## config.mk

```make
export PLATFORM = sky130hd
export DESIGN_NAME = uart_tx_buffered
export DESIGN_NICKNAME = d
export VERILOG_FILES = /design/src/rtl/uart_pkg.sv /design/src/rtl/sync_fifo.sv /design/src/rtl/uart_tx_buffered.sv
export SDC_FILE = /design/constraint.sdc
export NUM_CORES = 1
export LEC_CHECK = 0
export BUFFER_PORTS_ARGS = -buffer_cell sky130_fd_sc_hd__buf_2
export CAP_MARGIN = 20
export CORE_MARGIN = 1
export CORE_UTILIZATION = 40
export CTS_CLUSTER_DIAMETER = 200
export CTS_CLUSTER_SIZE = 10
export DETAILED_ROUTE_END_ITERATION = 12
export GPL_TIMING_DRIVEN = 1
export SYNTH_ARGS = -nofsm -noshare
export SYNTH_HDL_FRONTEND = slang
export SYNTH_HIERARCHICAL = 1
export SYNTH_SLANG_ARGS = --single-unit
```

## constraint.sdc

```tcl
create_clock -name clk -period 6.1 [get_ports clk]
set_clock_uncertainty 0.2 [all_clocks]
set_input_delay 1.22 -clock clk [delete_from_list [all_inputs] [get_ports clk]]
set_output_delay 1.22 -clock clk [all_outputs]
set_load 0.02 [all_outputs]
```

## src/rtl/uart_pkg.sv

```systemverilog
// Shared UART definitions: serializer states, frame constants and baud divisor math.
// Used by both the buffered transmitter and the matching receiver.
package uart_pkg;

  typedef enum logic [1:0] {
    IDLE  = 2'd0,
    START = 2'd1,
    DATA  = 2'd2,
    STOP  = 2'd3
  } tx_state_e;

  localparam int DATA_BITS = 8;
  localparam int STOP_BITS = 1;

  // Clock cycles per bit, rounded to nearest.
  function automatic int calc_div(input int clk_freq, input int baud);
    return (clk_freq + baud / 2) / baud;
  endfunction

endpackage

```

## src/rtl/sync_fifo.sv

```systemverilog
// Single-clock FIFO with occupancy count; head entry is readable combinationally
// so a consumer can load it on the same edge that pops it.
module sync_fifo #(
  parameter int WIDTH = 8,
  parameter int DEPTH = 16
) (
  input  logic                     clk,
  input  logic                     rst,
  input  logic                     push,
  input  logic [WIDTH-1:0]         push_data,
  input  logic                     pop,
  output logic [WIDTH-1:0]         pop_data,
  output logic                     full,
  output logic                     empty,
  output logic [$clog2(DEPTH):0]   count
);

  localparam int AW = $clog2(DEPTH);
  localparam logic [AW:0] FULL_CNT = DEPTH[AW:0];

  if (DEPTH < 2 || (DEPTH & (DEPTH - 1)) != 0) begin : g_bad_depth
    $error("sync_fifo: DEPTH must be a power of two >= 2");
  end

  logic [WIDTH-1:0] mem [DEPTH];
  logic [AW-1:0]    wr_ptr_q;
  logic [AW-1:0]    rd_ptr_q;
  logic [AW:0]      count_q;
  logic [AW:0]      count_d;
  logic             push_en;
  logic             pop_en;

  // A push while full is dropped even if a pop happens on the same edge.
  assign push_en  = push && !full;
  assign pop_en   = pop && !empty;
  assign full     = (count_q == FULL_CNT);
  assign empty    = (count_q == '0);
  assign count    = count_q;
  assign pop_data = mem[rd_ptr_q];

  always_comb begin
    count_d = count_q;
    if (push_en && !pop_en) begin
      count_d = count_q + 1'b1;
    end else if (!push_en && pop_en) begin
      count_d = count_q - 1'b1;
    end
  end

  always_ff @(posedge clk) begin
    if (push_en) begin
      mem[wr_ptr_q] <= push_data;
    end
  end

  always_ff @(posedge clk or posedge rst) begin
    if (rst) begin
      wr_ptr_q <= '0;
      rd_ptr_q <= '0;
      count_q  <= '0;
    end else begin
      if (push_en) wr_ptr_q <= wr_ptr_q + 1'b1;
      if (pop_en)  rd_ptr_q <= rd_ptr_q + 1'b1;
      count_q <= count_d;
    end
  end

endmodule

```

## src/rtl/uart_tx_buffered.sv

```systemverilog
// Buffered 8N1 transmitter: host bytes queue in a FIFO and are shifted out LSB-first
// on a registered txd line, back-to-back while the queue is non-empty.
module uart_tx_buffered
  import uart_pkg::*;
#(
  parameter int CLK_FREQ   = 50000000,
  parameter int BAUD       = 9600,
  parameter int FIFO_DEPTH = 16
) (
  input  logic                          clk,
  input  logic                          rst,
  input  logic [7:0]                    wr_data,
  input  logic                          wr_valid,
  output logic                          wr_ready,
  output logic                          txd,
  output logic                          busy,
  output logic [$clog2(FIFO_DEPTH):0]   fifo_count,
  output logic                          tx_done
);

  localparam int DIV    = calc_div(CLK_FREQ, BAUD);
  localparam int BAUD_W = (DIV > 1) ? $clog2(DIV) : 1;
  localparam int BIT_W  = $clog2(DATA_BITS);
  localparam logic [BAUD_W-1:0] BAUD_LAST = BAUD_W'(DIV - 1);
  localparam logic [BIT_W-1:0]  LAST_DATA = BIT_W'(DATA_BITS - 1);
  localparam logic [BIT_W-1:0]  LAST_STOP = BIT_W'(STOP_BITS - 1);

  if (DIV < 2) begin : g_bad_div
    $error("uart_tx_buffered: CLK_FREQ/BAUD must give at least 2 cycles per bit");
  end

  tx_state_e         state_q, state_d;
  logic [BAUD_W-1:0] baud_q, baud_d;
  logic [BIT_W-1:0]  bit_q, bit_d;
  logic [7:0]        shift_q, shift_d;
  logic              txd_q, txd_d;

  logic              fifo_pop;
  logic [7:0]        fifo_head;
  logic              fifo_full;
  logic              fifo_empty;
  logic              baud_last;

  sync_fifo #(
    .WIDTH (8),
    .DEPTH (FIFO_DEPTH)
  ) u_fifo (
    .clk       (clk),
    .rst       (rst),
    .push      (wr_valid),
    .push_data (wr_data),
    .pop       (fifo_pop),
    .pop_data  (fifo_head),
    .full      (fifo_full),
    .empty     (fifo_empty),
    .count     (fifo_count)
  );

  assign wr_ready  = !fifo_full;
  assign txd       = txd_q;
  assign busy      = (state_q != IDLE) || !fifo_empty;
  assign baud_last = (baud_q == BAUD_LAST);
  assign tx_done   = (state_q == STOP) && baud_last && (bit_q == LAST_STOP);

  always_comb begin
    state_d  = state_q;
    baud_d   = baud_q;
    bit_d    = bit_q;
    shift_d  = shift_q;
    txd_d    = txd_q;
    fifo_pop = 1'b0;

    case (state_q)
      IDLE: begin
        txd_d  = 1'b1;
        baud_d = '0;
        bit_d  = '0;
        if (!fifo_empty) begin
          fifo_pop = 1'b1;
          shift_d  = fifo_head;
          state_d  = START;
          txd_d    = 1'b0;
        end
      end

      START: begin
        if (baud_last) begin
          baud_d  = '0;
          bit_d   = '0;
          state_d = DATA;
          txd_d   = shift_q[0];
        end else begin
          baud_d = baud_q + 1'b1;
        end
      end

      DATA: begin
        if (baud_last) begin
          baud_d = '0;
          if (bit_q == LAST_DATA) begin
            bit_d   = '0;
            state_d = STOP;
            txd_d   = 1'b1;
          end else begin
            // txd takes the bit that lands in position 0 after this shift.
            bit_d   = bit_q + 1'b1;
            shift_d = shift_q >> 1;
            txd_d   = shift_q[1];
          end
        end else begin
          baud_d = baud_q + 1'b1;
        end
      end

      STOP: begin
        if (baud_last) begin
          baud_d = '0;
          if (bit_q == LAST_STOP) begin
            bit_d = '0;
            if (!fifo_empty) begin
              fifo_pop = 1'b1;
              shift_d  = fifo_head;
              state_d  = START;
              txd_d    = 1'b0;
            end else begin
              state_d = IDLE;
              txd_d   = 1'b1;
            end
          end else begin
            bit_d = bit_q + 1'b1;
          end
        end else begin
          baud_d = baud_q + 1'b1;
        end
      end

      default: begin
        state_d = IDLE;
        txd_d   = 1'b1;
      end
    endcase
  end

  always_ff @(posedge clk or posedge rst) begin
    if (rst) begin
      state_q <= IDLE;
      baud_q  <= '0;
      bit_q   <= '0;
      shift_q <= '0;
      txd_q   <= 1'b1;
    end else begin
      state_q <= state_d;
      baud_q  <= baud_d;
      bit_q   <= bit_d;
      shift_q <= shift_d;
      txd_q   <= txd_d;
    end
  end

endmodule
```

### Yosys cells after proc, flatten, opt, wreduce, memory -nomap -nowiden

Memories as Yosys holds them, arrays and structs flattened.
Cells that the tools add are included.

| word-level totals | value |
|---|---|
| register bits after elaboration | 40 |
| RAM bits | 128 |
| word-level logic and storage cells | 87 |
| memories kept | 1 |

| operators by class | value |
|---|---|
| $add $sub $neg | 6 |
| equality and inequality tests | 13 |
| multiplexer cells | 37 |
| reduce and logical (&&, ||, !) cells | 22 |

Memories:

| name | depth | width | read ports | clocked after memory_dff | write ports | line | source |
|---|---|---|---|---|---|---|---|
| u_fifo.mem | 16 | 8 | 1 | 0 | 1 | sync_fifo.sv:25 | `logic [WIDTH-1:0] mem [DEPTH];` |

Operators by type and width:

| kind | count |
|---|---|
| 2-to-1 mux 8 bit | 5 |
| one-hot mux 13 bit (2 select lines) | 1 |
| one-hot mux 8 bit (3 select lines) | 1 |
| 2-to-1 mux 3 bit | 5 |
| adder 13 x 1 -> 13 bit, second input constant | 1 |
| == test 13 bit, second input constant | 1 |
| 2-to-1 mux 13 bit | 1 |
| 2-to-1 mux 1 bit | 12 |
| 2-to-1 mux 2 bit | 6 |
| != test 2 bit, second input constant | 6 |
| one-hot mux 3 bit (4 select lines) | 1 |
| 2-to-1 mux 5 bit | 2 |
| adder 4 x 1 -> 4 bit, second input constant | 2 |
| one-hot mux 2 bit (4 select lines) | 1 |
| logical AND 1 bit | 6 |
| AND reduction 6 bit | 1 |
| adder 5 x 1 -> 5 bit, second input constant | 1 |
| == test 5 bit, second input constant | 1 |
| logical NOT 5 bit | 1 |
| AND reduction 5 bit | 1 |
| subtractor 5 x 1 -> 5 bit, second input constant | 1 |
| == test 2 bit, second input constant | 2 |
| logical NOT 1 bit | 4 |
| one-hot mux 1 bit (4 select lines) | 1 |
| 13 further kinds | 14 |

### Depth between registers and ports, before layout

Gate-level depths: netlist of the first run.

| depth | value |
|---|---|
| word-level depth | 9 |
| gate-level depth with buffers | 14 |
| mapped depth without buffers | 14 |

### By module

Netlist of the first run, hierarchy kept.

Modules (own cells, without submodules):

| module | instances | cells each | area an instance (um2) |
|---|---|---|---|
| sync_fifo | 1 | 323 | 5,774.3 |
| uart_tx_buffered | 1 | 150 | 1,570.3 |

### Worst setup path after synthesis of the first run

OpenSTA, ideal clock, no wires.

| path | value |
|---|---|
| path kind | reg2reg |
| from | register baud_q[0] |
| to | register u_fifo.count_q[4], in the netlist u_fifo/count[4] |
| library setup time | 0.133 ns |
| arrival | 3.063 ns |
| data required time | 5.767 ns |
| path slack | 2.704 ns |
| stages on the path, launching flop included | 15 |
| buffers on the path | 0 |
| clock period less this slack | 3.396 ns |
| path through | dfrtp_1 -> ha_1 -> and4b_1 -> nand3_2 -> nor3_1 -> o21a_1 -> o21a_1 -> inv_2 -> ha_1 -> inv_1 -> ha_1 -> a21o_1 -> a21oi_1 -> mux2i_1 -> xnor2_1 |

| on the way | value |
|---|---|
| word-level cells in the longest chain between the ends | 7 |
| elaborated cells on any way between the ends | 9 |
| those cells by class | eq/ne (1); mux (3); reduce/logical (5) |

Ends and longest elaborated chain:

| element | line | source |
|---|---|---|
| from (decl) | uart_tx_buffered.sv:33 | `logic [BAUD_W-1:0] baud_q, baud_d;` |
| from (signal assigned) | uart_tx_buffered.sv:153 | `baud_q <= baud_d;` |
| == test 13 bit (*) | uart_tx_buffered.sv:62 | `assign baud_last = (baud_q == BAUD_LAST);` |
| 2-to-1 mux 1 bit (*) | uart_tx_buffered.sv:116 | `if (baud_last) begin` |
| one-hot mux 1 bit (2 select lines) (*) | uart_tx_buffered.sv:73 | `case (state_q)` |
| via fifo_pop | uart_tx_buffered.sv:38 | `logic fifo_pop;` |
| logical AND 1 bit (*) | sync_fifo.sv:35 | `assign pop_en = pop && !empty;` |
| logical NOT 1 bit | sync_fifo.sv:43 | `if (push_en && !pop_en) begin` |
| logical AND 1 bit | sync_fifo.sv:43 |  |
| 2-to-1 mux 5 bit or nonzero test 2 bit (tied branches) | -- |  |
| to (signal assigned) | sync_fifo.sv:64 | `count_q <= count_d;` |
| to (decl) | sync_fifo.sv:28 | `logic [AW:0] count_q;` |

Mark *: on every way through the listed nets, which the timed path passes. The rest lies on a longest branch.
A chain may end at the register's enable or synchronous reset.

### Worst setup path after layout of the first run

| path | value |
|---|---|
| from | register u_fifo.count_q[0], in the netlist u_fifo/count[0] |
| to | register u_fifo.count_q[4], in the netlist u_fifo/count[4] |

| on the way | value |
|---|---|
| word-level cells in the longest chain between the ends | 9 |
| elaborated cells on any way between the ends | 19 |
| those cells by class | add/sub (2); eq/ne (1); mux (6); reduce/logical (10) |

Ends and longest elaborated chain:

| element | line | source |
|---|---|---|
| logical NOT 5 bit (*) | sync_fifo.sv:37 | `assign empty = (count_q == '0);` |
| via fifo_empty | uart_tx_buffered.sv:41 | `logic fifo_empty;` |
| 2-to-1 mux 1 bit (*) | uart_tx_buffered.sv:78, uart_tx_buffered.sv:120 |  |
| 2-to-1 mux 1 bit | uart_tx_buffered.sv:118 | `if (bit_q == LAST_STOP) begin` |
| 2-to-1 mux 1 bit | uart_tx_buffered.sv:116 |  |
| one-hot mux 1 bit (2 select lines) (*) | uart_tx_buffered.sv:73 |  |
| via fifo_pop | uart_tx_buffered.sv:38 |  |
| logical AND 1 bit (*) | sync_fifo.sv:35 |  |
| logical NOT 1 bit | sync_fifo.sv:43 |  |
| logical AND 1 bit | sync_fifo.sv:43 |  |
| 2-to-1 mux 5 bit or nonzero test 2 bit (tied branches) | -- |  |

Mark *: on every way through the listed nets, which the timed path passes. The rest lies on a longest branch. The select of a mux whose other input is x is not followed.

==> results.cfg, run 1 <==
[place]
hpwl_um = 9107
pre_cts_ws_ns = 2.627
place.gp.congestion = 0.7902
port_buffers = 19
dp_cells = 704

[synthesis]
synth_fa_ha_area_share_pct = 3.509
synth_nets = 504
synth_xor_area_share_pct = 2.504
synth.distinct_cells = 51
synth_top_family_by_area = multiplexers
async_flop_share_pct = 23.81
synth_compound_area_share_pct = 5.724
synth_edf_count = 128
yosysWarnings = 6
yosys.area_share.simple_pct = 7.019
postSynthAreaPerCell_um2 = 15.53
netlist_instances = 473
syn_area_um2 = 7345
synthMuxAreaShare_pct = 12.27
ys_seq_area_share_pct = 65.98
synthFlopType = edfxtp_1
synth-seq-cells = 168

[die]
chipHeight_um = 137.5
ioPinCount = 20
dieArea_um2 = 18910
rows = 49
initial_utilization_pct = 40.89
chipWidth_um = 137.5
coreArea_um2 = 17960

[layout]
instances_no_fill = 739
seqCellArea_um2 = 4847
layout.nets = 528
nFillCells = 1528
utilization_pct = 45.76
multi_input_area_um2 = 2278
diodes = 0
mostFrequentLayoutCells = edfxtp_1 (128), dfrtp_1 (38), mux2i_1 (33), nor2_1 (32), nand2_1 (30)
syn_to_final_growth_pct = 11.92
final_common_cell = edfxtp_1
final_layout_size_suffix_gt1_share_pct = 20.00

[pwr]
cellPowerDensity_nw_per_um2 = 481.8
seqPwrFrac_pct = 41.1
p_int_mw = 2.622
swShare_pct = 33.81
switching_power_mw = 1.339
clkPwrFrac_pct = 26.6
leakagePower_nw = 3.015
power_frac_comb_pct = 32.3
peakVddDrop_uv = 193.5

[setup_path]
cp-end-kind = register
cp_max_fo = 6
arrival_ns = 3.63
required_ns = 6.26
crit_type = register to register
start_kind = register
reg2reg_slack_ns = 2.63

[global_route]
grt_first_pass_wirelength_um = 21740
grt_usage_pct = 16.09
grt-ovfl-total = 0
antenna_found_initial = 0
grt_max_degree = 29
first_global_vias = 3924

[cts]
ctsHoldBuffers = 0
htree_levels = 4
clk-insertion-delay-late_ns = 0.43
clockBufferDepth = 2
cts-buffers-inserted = 17
clock-sinks = 168
post-cts-setup-buffers = 0
ctsRootBufferMaster = clkbuf_16
clk_pin_slew_ns = 0.07
cts_tree = yes
ctsResizeCount = 0

[timing]
setup_viol = 0
hold_violations = 0
layout_setup_ws_ns = 2.629
maxSlewViolCount = 0
hold-worst-slack_ns = 0.2904
relSlewSlack_pct = 37.13
rsz0062_at_grt = no
clock.fmax_mhz = 288.1
tns_ns = 0
tightest_slew_ns = 0.9431
period_minus_slack_ns = 3.471
finalCritPeriodShare_pct = 56.90

[detailed_routing]
ant_nets = 0
drc = 2
first_pass_iters = 9
wl_per_cell_um = 18.70
via_per_inst = 5.246
via_count = 3877
dr.first_iter.drc_count = 333
wirelength_um = 13820

[run_status]
status = finished with violations
violations = DRC

[min_path]
hp-class = register to register

[flow_run]
cap_viol_max_count = 0
metal layers:
layer	part of all wire, %	wire (um)	GRT usage [%]
met4	1.4	190	6.471
met2	51	7067	26.52
met5	0	0	0
met1	44	6029	20.61
met3	3.9	534	3.458
worst paths after layout:
check,end,cells after the start,from
setup / recovery,u_fifo/count[4]$_DFFE_PP0P_,13,u_fifo/count[0]$_DFFE_PP0P_
hold / removal,baud_q[0]$_DFF_PP0_,1,baud_q[0]$_DFF_PP0_
setup reg to reg,u_fifo/count[4]$_DFFE_PP0P_,13,u_fifo/count[0]$_DFFE_PP0P_
hold reg to reg,baud_q[0]$_DFF_PP0_,1,baud_q[0]$_DFF_PP0_
max in group asynchronous,u_fifo/rd_ptr_q[0]$_DFFE_PP0P_,2,rst
min in group asynchronous,bit_q[0]$_DFFE_PP0P_,2,rst
registers in the layout, indices dropped and copies added, names as in the netlist:
name / count
txd: 1
baud_q: 13
bit_q: 3
u_fifo/rd_ptr_q: 4
u_fifo/wr_ptr_q: 4
u_fifo/mem: 128
state_q: 2
u_fifo/count: 5
shift_q: 8
worst max-delay path: stages, from the launching register on:
cell	delay [ns]
dfrtp_1	0.45
or4_1	0.59
nor2_1	0.28
nor2_1	0.09
o21a_1	0.12
o21a_1	0.15
inv_2	0.10
ha_1	0.16
inv_1	0.10
fa_1	0.42
a21o_1	0.19
a21oi_1	0.17
mux2i_1	0.23
xnor2_1	0.13
cell type report:
class	instances	area share [%]
clock buffers	18	5.221
clock inverters	14	1.826
inverters	17	0.7763
multi-input cells	267	27.72
flip-flops and latches	168	58.97
well taps	229	3.486
repair buffers	26	2.009
through the flow:
step	power (mW)	instance area (um^2)
2_1_floorplan	2.666	7345
3_3_place_gp	2.911	7594
3_5_place_dp	2.938	7601
4_1_cts	3.999	8180
5_1_grt	4.182	8220
6_report	3.961	8220
cells by family after synthesis:
family,after synthesis
flops,168
compound gates,58
fa+ha+maj,20
xor+xnor,21
mux,65
buf+inv,38
simple gates,103
synth_stat cells (9+ instances only):
master / count / area share, %
mux2i_1: 33 / 4.5
nand2_1: 30 / 1.5
inv_1: 16 / 0.82
mux4_2: 16 / 4.9
nor2_1: 32 / 1.6
nor3_1: 9 / 0.61
edfxtp_1: 128 / 52
xnor2_1: 17 / 2.0
a221oi_1: 15 / 1.8
o21ai_0: 19 / 1.3
dfrtp_1: 39 / 13
a22oi_1: 9 / 0.92
ha_1: 19 / 3.2
power by group through the flow:
stage	Combinational, mW	Clock [mW]	Sequential [mW]
floorplan	1.12	0	1.55
global placement	1.26	0	1.65
detailed placement	1.28	0	1.65
CTS	1.29	1.08	1.63
global route	1.40	1.12	1.66
finish	1.28	1.05	1.63
Note: power is estimated with default switching activity, not from simulation.
==> run 2, diff against run 1 <==
clock period = 3.1 ns   (was 6.1 ns; I/O delays follow)
==> run 2 against run 1 <==
The flow now finishes without violations. Via count up 5.1%. Utilization up 1.7 points. Worst setup slack worse by 2.5 ns. Sequential cell count unchanged. Non-clock buffer count up 34. Total power up 110%. Sequential share of layout area down 2.1 points. Die area unchanged. Combinational power up 140%. Global-route usage up 0.76 points. Worst hold slack worse by 0.25 ns. Sequential power up 87%. Critical path type unchanged.
==> results.cfg, run 2 (synthesis gave the netlist of run 1 again) <==
[run_status]
status = complete, no violations

[setup_path]
cp_max_fo = 5
arrival_ns = 3.12
required_ns = 3.25
crit_type = register to register
start_kind = register
reg2reg_slack_ns = 0.13
cp-end-kind = register

[die]
coreArea_um2 = 17960
chipHeight_um = 137.5
dieArea_um2 = 18910
chipWidth_um = 137.5
ioPinCount = 20
rows = 49
initial_utilization_pct = 40.89

[timing]
clock.fmax_mhz = 336.8
hold_violations = 0
tightest_slew_ns = 0.5445
relSlewSlack_pct = 63.70
maxSlewViolCount = 0
setup_viol = 0
period_minus_slack_ns = 2.969
tns_ns = 0
finalCritPeriodShare_pct = 95.77

[layout]
reg.largest.list = u_fifo/mem (128), baud_q (13), shift_q (8)
largest_register_ffs = 128
mostFrequentLayoutCells = edfxtp_1 (128), buf_4 (40), dfrtp_1 (34), mux2i_1 (33), nor2_1 (31)
syn_to_final_growth_pct = 16.18
layout.nets = 562
final_common_cell = edfxtp_1
final_area_um2 = 8533
regMostFlops = u_fifo/mem
utilization_pct = 47.50
instances_no_fill = 772
final_layout_size_suffix_gt1_share_pct = 27.26
diodes = 0

[pwr]
totalPowerFinal_mw = 8.139
cellPowerDensity_nw_per_um2 = 953.8
leakagePower_nw = 3.181
peakVddDrop_uv = 417.0

[detailed_routing]
wl_per_cell_um = 19.05
via_count = 4076
wirelength_um = 14710
ant_nets = 0
dr.first_iter.drc_count = 370
first_pass_iters = 5
drc = 0
via_per_inst = 5.280

[cts]
cts-buffers-inserted = 17
clock-sinks = 168
clk_pin_slew_ns = 0.06
clk-insertion-delay-late_ns = 0.43
cts_tree = yes
ctsRootBufferMaster = clkbuf_16
clockBufferDepth = 2
htree_levels = 4

[place]
port_buffers = 19
hpwl_um = 9670
dp_cells = 732
dpl_cell_area_um2 = 7854
place.gp.congestion = 0.7749

[global_route]
grt_max_degree = 42
grt_usage_pct = 16.85
grt_first_pass_wirelength_um = 22960
grt-ovfl-total = 0
first_global_vias = 4031
antenna_found_initial = 0

[min_path]
hp-class = input pin to async pin

[flow_run]
cap_viol_max_count = 0
run 2: cell count changes in the layout (fill, tap and decap cells not counted), sizes merged:
cell / change
buf: +36
inv: -5
bufinv: +1
clkbuf: -1
clkinv: +1
clkinvlp: +1
run 2: final cells by class:
class	instances	area, um^2
Fill cell	1518	9430
Sequential cell	168	4852
Multi-Input combinational cell	267	2338
Clock buffer	19	432.9
Timing Repair Buffer	60	415.4
Tap cell	229	286.5
Clock inverter	12	141.4
Inverter	17	66.31
run 2: through the flow:
| step | hold slack (ns) | setup slack [ns] |
|---|---|---|
| after floorplan | 0.2595 | 0.001524 |
| after global routing | 0.08004 | -0.008269 |
| final | 0.03742 | 0.1311 |
| after global placement | 0.2735 | 0.1102 |
| after detailed placement | 0.2900 | 0.02758 |
| after CTS | 0.03092 | 0.004253 |
run 2: critical path, stage by stage, from the launching register on:
cell	delay, ns
dfrtp_2	0.40
or4_4	0.55
nor2_4	0.12
nor2_1	0.06
o21a_1	0.10
o21a_1	0.12
inv_2	0.10
ha_4	0.15
inv_4	0.05
fa_2	0.34
a21o_1	0.20
a21oi_2	0.15
mux2i_1	0.22
xnor2_1	0.13
run 2: worst paths after layout:
check,startpoint,to,cells after the start
min in group clk,txd$_DFFE_PP1P_,txd$_DFFE_PP1P_,2
max in group asynchronous,rst,u_fifo/rd_ptr_q[0]$_DFFE_PP0P_,2
min,rst,u_fifo/count[3]$_DFFE_PP0P_,2
max,u_fifo/count[1]$_DFFE_PP0P_,u_fifo/count[4]$_DFFE_PP0P_,13
max reg2reg,u_fifo/count[1]$_DFFE_PP0P_,u_fifo/count[4]$_DFFE_PP0P_,13
min reg2reg,txd$_DFFE_PP1P_,txd$_DFFE_PP1P_,2
run 2: metal layers:
metal | vias to the layer above | wire length [um] | GRT usage, % | part of all wire, %
met5 | - | 0 | 0 | 0
li1 | 1912 | - | - | -
met3 | 21 | 518 | 3.422 | 3.5
met4 | 0 | 275 | 6.532 | 1.9
met2 | 78 | 7365 | 27.02 | 50
met1 | 2065 | 6550 | 22.43 | 45
run 2: repair_timing:
action	in CTS	in global routing
setup endpoints to repair	1	2
buffers inserted	2	7
hold buffers	0	0
pin swaps	1	4
resized for setup	0	8
run 2: power breakdown:
group          internal, mW  total, mW  switching [mW]
clock network          1.19       2.07           0.878
logic                  1.43       3.02            1.59
registers              2.81       3.05           0.235
==> run 3, diff against run 2 <==
PLACE_DENSITY = 0.68   (was not set)
==> run 3 against run 2 <==
Sequential power barely moved. Combinational power fell by 1%. First-iteration DRC count fell by 11%. Die area did not move. Routed wire length rose by 0.66%. Total power fell by 0.36%. Clock-buffer cell count did not move. Critical path depth did not move. Sequential share of layout area barely moved.
==> results.cfg, run 3 (synthesis gave the netlist of run 1 again) <==
[detailed_routing]
wirelength_um = 14810
wl_per_cell_um = 19.28
via_per_inst = 5.413
dr.first_iter.drc_count = 331
first_pass_iters = 4
ant_nets = 0
drc = 0
via_count = 4157

[layout]
syn_to_final_growth_pct = 16.13
largest_register_ffs = 128
layout.nets = 557
regMostFlops = u_fifo/mem
utilization_pct = 47.48
final_layout_size_suffix_gt1_share_pct = 26.53
reg.largest.list = u_fifo/mem (128), baud_q (13), shift_q (8)
mostFrequentLayoutCells = edfxtp_1 (128), dfrtp_1 (34), buf_4 (33), mux2i_1 (33), nor2_1 (31)
nFillCells = 1505
final_common_cell = edfxtp_1
diodes = 0

[setup_path]
cp-end-kind = register
start_kind = register
cp_slowest_cell = or4_4
required_ns = 3.25
cp-startpoint = u_fifo/count[0]$_DFFE_PP0P_
worst_path_most_repeated_cell = o21a_1
crit_type = register to register
r2r_cells = 13
arrival_ns = 3.10
reg2reg_from = u_fifo/count[0]$_DFFE_PP0P_
cp_max_fo = 5
cp_slowest_stage_delay_ns = 0.55
path_cells = or4_4 > nor2_4 > nor2_1 > o21a_1 > o21a_1 > inv_2 > ha_4 > inv_4 > fa_2 > a21o_1 > a21oi_2 > mux2i_1 > xnor2_1

[die]
dieArea_um2 = 18910
chipWidth_um = 137.5
chipHeight_um = 137.5
coreArea_um2 = 17960
initial_utilization_pct = 40.89
ioPinCount = 20
rows = 49

[cts]
clk-insertion-delay-late_ns = 0.43
htree_levels = 4
cts_tree = yes
ctsRootBufferMaster = clkbuf_16
clock-sinks = 168
clk_pin_slew_ns = 0.06
cts-buffers-inserted = 17
clockBufferDepth = 2

[place]
hpwl_um = 9436
place.gp.congestion = 0.8045
port_buffers = 19

[global_route]
grt_first_pass_wirelength_um = 23200
grt-ovfl-total = 0
grt_usage_pct = 17.02
antenna_found_initial = 0
first_global_vias = 4330
grt_max_degree = 33

[run_status]
status = complete, no violations

[flow_run]
cap_viol_max_count = 0

[timing]
rsz0062_at_grt = no
period_minus_slack_ns = 2.948
relSlewSlack_pct = 64.40
hold_violations = 0
tns_ns = 0
finalCritPeriodShare_pct = 95.10
setup_viol = 0
maxSlewViolCount = 0
tightest_slew_ns = 0.5334
clock.fmax_mhz = 339.2

[min_path]
hp-class = input pin to async pin

[pwr]
totalPowerFinal_mw = 8.109
leakagePower_nw = 3.167
cellPowerDensity_nw_per_um2 = 950.7
peakVddDrop_uv = 453.6
## run 3: cell types whose count changed in the layout (fill, tap and decap cells not counted), sizes merged
cell	delta
buf	-5
inv	+1
## run 3: final timing paths
| check | slack (ns) | end |
|---|---|---|
| worst max-delay path | 0.15 | u_fifo/count[4]$_DFFE_PP0P_ |
| worst max register to register | 0.15 | u_fifo/count[4]$_DFFE_PP0P_ |
| min in group clk | 0.30 | baud_q[0]$_DFF_PP0_ |
| max in group asynchronous | 2.12 | txd$_DFFE_PP1P_ |
| worst min register to register | 0.30 | baud_q[0]$_DFF_PP0_ |
| worst min-delay path | 0.03 | u_fifo/rd_ptr_q[3]$_DFFE_PP0P_ |
## run 3: timing repair
item	CTS	global route
hold buffers	0	0
setup endpoints to repair	1	2
pin swaps	0	4
buffers inserted	0	6
resized for setup	1	7
## run 3: routing by layer
layer  vias up  wire, um  track usage, %
met5         -         0               0
met4         0       273           7.937
met3        18       595           3.348
met2        96      7734           29.29
met1      2149      6203           20.50
li1       1894         -               -
## run 3: worst max-delay path, delay by kind of cell, from the launching register on
family | cells | cell delay (ns)
XOR/XNOR | 1 | 0.13
AND/OR/NAND/NOR | 3 | 0.74
flip-flops | 1 | 0.40
multiplexers | 1 | 0.22
buffers and inverters | 2 | 0.15
AO/OA/AOI/OAI | 4 | 0.53
adder cells (fa/ha/maj) | 2 | 0.51
## run 3: layout make-up
| cell class | count | area (um^2) | area share (%) |
|---|---|---|---|
| inverter | 17 | 66.31 | 0.7775 |
| clock inverter | 13 | 142.6 | 1.672 |
| timing repair buffer | 55 | 410.4 | 4.812 |
| clock buffer | 19 | 432.9 | 5.076 |
| multi-input combinational | 267 | 2338 | 27.42 |
| tap | 229 | 286.5 | 3.359 |
| sequential | 168 | 4852 | 56.89 |
## run 3: power by group
group	total (mW)	internal [mW]	switching, mW	leakage, nW
Clock	2.06	1.19	0.866	0.274
Combinational	2.98	1.42	1.56	1.24
Sequential	3.07	2.81	0.261	1.65
Total	8.11	5.42	2.69	3.17
## run 3: through the flow
step	setup WS, ns	area [um^2]	hold slack (ns)	cells
2_1_floorplan	0.001524	7375	0.2595	473
5_1_grt	0.002527	8529	0.06320	768
6_report	0.1520	8529	0.03293	768
3_5_place_dp	0.02766	7844	0.2883	729
3_3_place_gp	0.1031	7844	0.2723	729
4_1_cts	0.002645	8421	0.02632	761
